## src/rtl/updown_counter_param.sv

```systemverilog
// Bounded up/down counter over [MIN_VAL..MAX_VAL] with a runtime step, wrap or saturate
// handling at the bounds, synchronous clamped load, and one-cycle wrap/sat event pulses.
module updown_counter_param #(
   parameter int WIDTH     = 8,
   parameter int MIN_VAL   = 0,
   parameter int MAX_VAL   = 2**WIDTH-1,
   parameter int RESET_VAL = MIN_VAL
) (
   input  logic             clock,
   input  logic             clear,
   input  logic             load,
   input  logic [WIDTH-1:0] loadValue,
   input  logic             countEnabler,
   input  logic             incOrDec,
   input  logic             satMode,
   input  logic [WIDTH-1:0] step,
   output logic [WIDTH-1:0] count,
   output logic             wrap,
   output logic             sat,
   output logic             atMax,
   output logic             atMin
);

   // Two guard bits: one for SPAN = 2**WIDTH and count+step, one for the sign of count-step.
   localparam int XW = WIDTH + 2;
   localparam logic signed [XW-1:0] MIN_X  = XW'(MIN_VAL);
   localparam logic signed [XW-1:0] MAX_X  = XW'(MAX_VAL);
   localparam logic signed [XW-1:0] SPAN_X = MAX_X - MIN_X + XW'(1);
   localparam logic [WIDTH-1:0]     MIN_N  = WIDTH'(MIN_VAL);
   localparam logic [WIDTH-1:0]     MAX_N  = WIDTH'(MAX_VAL);
   localparam logic [WIDTH-1:0]     RST_N  = WIDTH'(RESET_VAL);

   logic signed [XW-1:0] count_x;
   logic signed [XW-1:0] step_x;
   logic signed [XW-1:0] load_x;
   logic signed [XW-1:0] eff_step;
   logic signed [XW-1:0] up_t;
   logic signed [XW-1:0] dn_t;
   logic signed [XW-1:0] next_x;
   logic [WIDTH-1:0]     count_next;
   logic                 wrap_next;
   logic                 sat_next;
   logic                 unused_high;

   always_comb begin
      count_x    = {2'b00, count};
      step_x     = {2'b00, step};
      load_x     = {2'b00, loadValue};
      eff_step   = (step_x > SPAN_X) ? SPAN_X : step_x;
      up_t       = count_x + eff_step;
      dn_t       = count_x - eff_step;
      next_x     = count_x;
      wrap_next  = 1'b0;
      sat_next   = 1'b0;

      if (load) begin
         if (load_x < MIN_X)
            next_x = MIN_X;
         else if (load_x > MAX_X)
            next_x = MAX_X;
         else
            next_x = load_x;
      end else if (countEnabler) begin
         if (!incOrDec) begin
            if (up_t <= MAX_X) begin
               next_x = up_t;
            end else if (satMode) begin
               next_x   = MAX_X;
               sat_next = 1'b1;
            end else begin
               next_x    = up_t - SPAN_X;
               wrap_next = 1'b1;
            end
         end else begin
            if (dn_t >= MIN_X) begin
               next_x = dn_t;
            end else if (satMode) begin
               next_x   = MIN_X;
               sat_next = 1'b1;
            end else begin
               next_x    = dn_t + SPAN_X;
               wrap_next = 1'b1;
            end
         end
      end

      // Every branch above leaves next_x inside the range, so the guard bits are zero here.
      count_next = next_x[WIDTH-1:0];
   end

   assign unused_high = ^next_x[XW-1:WIDTH];

   always_ff @(posedge clock or posedge clear) begin
      if (clear) begin
         count <= RST_N;
         wrap  <= 1'b0;
         sat   <= 1'b0;
      end else begin
         count <= count_next;
         wrap  <= wrap_next;
         sat   <= sat_next;
      end
   end

   assign atMax = (count == MAX_N);
   assign atMin = (count == MIN_N);

endmodule
```

## config.mk

```make
export PLATFORM = sky130hd
export DESIGN_NAME = updown_counter_param
export DESIGN_NICKNAME = d
export VERILOG_FILES = /design/src/rtl/updown_counter_param.sv
export SDC_FILE = /design/constraint.sdc
export NUM_CORES = 1
export LEC_CHECK = 0
export CAP_MARGIN = 20
export CORE_MARGIN = 2
export CORE_UTILIZATION = 40
export DETAILED_ROUTE_END_ITERATION = 16
export PLACE_DENSITY = 0.67
export SLEW_MARGIN = 20
export SYNTH_ARGS = -nofsm -noshare
export SYNTH_HDL_FRONTEND = slang
export SYNTH_SLANG_ARGS = --single-unit
```

## constraint.sdc

```tcl
create_clock -name clock -period 2.45 [get_ports clock]
set_input_delay 0.3675 -clock clock [delete_from_list [all_inputs] [get_ports clock]]
set_output_delay 0.3675 -clock clock [all_outputs]
set_load 0.05 [all_outputs]
```

==> results.txt <==
----------------------------------------------------
[Worst setup path]
  WP data arrival ... between 2 and 3 ns
  Required time at the endpoint of the critical path ... roughly 2.6 ns
  Worst setup path startpoint ... step[2]
  Setup Crit Path Kind ... in2reg
  CP Buf/Inv Count ... 3
  Critical path fanouts, max ... 9
  Worst Setup Start Kind ... primary input
  Critical path cell sequence ... clkdlybuf4s50_1 > inv_1 > ha_4 > buf_4 > a211o_1 > a21oi_2 > o21bai_1 > or2_2 > and3_1 > o21a_1
  CP peak stage delay ... about 0.48 ns
  Type of destination of the critical path ... flip-flop
  Number of cells on the worst reg-to-reg path ... 10
  R2R setup slack ... around 0.15 ns
  Launch point of the worst reg-to-reg path ... count[0]
  RR Endpoint ... count[6]
  Cell type group with the largest total delay on the critical path ... buffers and inverters
  Worst path slowest cell ... sky130_fd_sc_hd__clkdlybuf4s50_1

[Floorplanning]
  Core footprint ... ~0.0033 mm2
  Chip height ... between 60 and 70 um
  Overall die width ... 62.15 um
  Core Rows ... 21
  Initial core utilization ... around two fifths
  Number of top-level pins ... 34
  Area of the die ... 0.003863 mm2

[Status]
  Run status ... complete, no violations

[Finish]
  Core utilization of the finished layout ... a little over three fifths
  Number of cells in the finished layout apart from fillers ... 286
  Antenna cells ... 0
  Layout Nets ... 281
  Relative area change from synthesis to final layout ... 53.19%
  Layout cell share with drive strength beyond 1 ... 26.67%

[Routing]
  Post-detailed-route count of antenna-violating nets ... 0
  Number of vias per cell after detailed routing ... roughly 5.2
  Wire length after detailed routing ... 4.221 mm
  DR vias ... roughly 1,500
  Starting DRC count in detailed routing ... 95
  DRT Pass-1 Iters ... 4
  Wire per inst ... approximately 15 um
  DRC violation count after routing ... 0

[Timing]
  Setup violators final ... 0
  Setup slack of the critical path after layout ... around 0.09 ns
  Fin. max-slew vios ... 0
  Clk_skew ... 0.006062 ns
  Time the worst path needs with I/O delays and setup ... ~2.4 ns
  Max-Slew Margin vs Limit ... 66.77%
  Hold Violations, Final ... 0
  Fin Hold WS ... ~0.4 ns
  Period Utilization, post-route ... 96.29%
  Timing-limited maximum frequency ... about 420 MHz
  Slew at the pin closest to its max-slew limit ... 0.4969 ns

[Synth]
  Count of cell types in the netlist ... 43
  Ys Warns ... 0
  Largest cells by area after synthesis ... sky130_fd_sc_hd__dfrtp_1 (19%), sky130_fd_sc_hd__ha_1 (15%), sky130_fd_sc_hd__a21oi_1 (7.0%)
  Post-synthesis sequential element count ... 10
  Post-synthesis average cell area ... roughly 7.6 um2
  Count of mapped cells out of synthesis ... 177
  Leading post-synthesis cells by instance count ... sky130_fd_sc_hd__nor2_1 (22), sky130_fd_sc_hd__a21oi_1 (19), sky130_fd_sc_hd__inv_1 (19)
  Yosys top cell area share ... between 10% and 20%
  Sequential cell area fraction in the yosys report ... a little under a fifth
  Most used DFF post-synth ... sky130_fd_sc_hd__dfrtp_1
  Post-Synthesis Cell Area ... 0.001353 mm2
  Proportion of register bits with asynchronous set or reset after synthesis ... between 90% and 100%
  Post-synth net total ... between 200 and 250
  Count of flip-flops with a built-in enable after synthesis ... 0
  Leading cell type by number of instances after synthesis ... sky130_fd_sc_hd__nor2_1
  Top cell type by total area after synthesis ... sky130_fd_sc_hd__dfrtp_1

[Clock tree]
  CTS Sinks ... 10
  Maximum clock path buffer count ... 2
  Clock tree from TritonCTS ... built
  Clock transition time at the flip-flop clock pins of the worst setup and hold paths ... approximately 0.08 ns
  # hold bufs at CTS ... 0
  Number of H-tree branching levels ... 1
  Number of post-CTS setup repair buffers ... 0
  CTS Root Cell ... sky130_fd_sc_hd__clkbuf_4
  Clock insertion delay at the later pin of the skew report ... ~0.27 ns
  CTS Buf Count ... 3

[Global route]
  Number of antenna violations at the first check in global routing ... 0
  Pin count of the biggest net entering global routing ... 19
  Routing usage on met1 ... approximately 28%
  M2 GR Usage ... between 30 and 40%
  Busiest metal layer after global routing ... met2
  Total track usage ... approximately 22%
  Overflow left after global routing ... 0
  Wire length of the first global-routing pass ... around 7 mm
  Global-route track usage on met3 ... under 10%
  Vias in the first global route ... between 1,000 and 1,500

[Flow run]
  Max cap viols ... 0

[Power and ir drop]
  P per Cell Area ... 527.3 mW/mm2
  Leakage power ... about 0.96 nW
  Peak supply drop ... 0.3964 mV
  Design Power ... 0.001093 W

[Place]
  Quantity of I/O buffers inserted on ports ... 33
  # placed instances ... about 280
  DP HPWL ... 3.406 mm
  Final RePlAce weighted congestion ... just over 0.9
  Setup Slack @ Placement ... -0.3474 ns

[Hold path]
  Hold Crit Class ... in2async

----------------------------------------------------
sequential cells by signal, indices dropped and copies added (netlist names):
signal / count
sat: 1
wrap: 1
count: 8
where the power goes:
part / internal, W / leakage (nW) / switching, W
registers: 0.000187 / 0.121 / 0.0000262
clock network: 0.0000630 / 0.0150 / 0.0000629
logic: 0.000353 / 0.819 / 0.000401
total: 0.000602 / 0.955 / 0.000490
per-stage QoR:
stage	setup TNS, ns	cell area (um2)
final	0	2072
after global placement	-1.624	1949
after CTS	-0.01465	1983
after detailed placement	-2.048	1949
after floorplan	0	1355
after global routing	-0.003739	2072
routing by layer:
layer  vias to the layer above  wire, um  part of all wire, %
met4                         0        77                  1.8
met5                         -         0                    0
met2                        33      2177                   52
met3                         6       155                  3.7
li1                        753         -                    -
met1                       702      1811                   43
worst max path at each step:
stage / to / slack, ns / depth (start not counted)
CTS: count[6] / -0.01 / 10
global placement: count[6] / -0.29 / 10
detailed placement: count[6] / -0.35 / 10
floorplan: count[0] / 0.008 / 8
finish: count[6] / 0.09 / 10
global route: count[0] / -0.004 / 9
final cells by class:
type,instances,area (um2)
clock buffers,4,26.28
fillers,298,1212
inverters,19,71.32
multi-input cells,138,1061
flip-flops and latches,10,252.7
well taps,46,57.56
repair buffers,69,603.1
cell usage in the layout (no fill, tap or decap), drive strengths merged, types with 3 or more instances in the layout:
cell type and count:
a221oi 4, clkdlybuf4s50 30, nor2 22, nand3 3
a21oi 19, nand2 8, clkbuf 4, xor2 3
buf 37, nand4 3, o21ai 11, o21a 4
a211o 4, dfrtp 10, nor3 4, o211ai 3
ha 16, inv 19, xnor2 4
kinds of logic after synthesis:
kind of cell | synth area share, %
compound gates | 29.79
xor+xnor | 4.533
flops | 18.50
simple gates | 19.61
buf+inv | 9.805
fa+ha+maj | 17.76
repair_timing:
action                     4_1_cts  5_1_grt
resized for setup                2       17
setup endpoints to repair        3        8
pin swaps                        1        7
No activity file was read; power rests on OpenSTA's default activity.
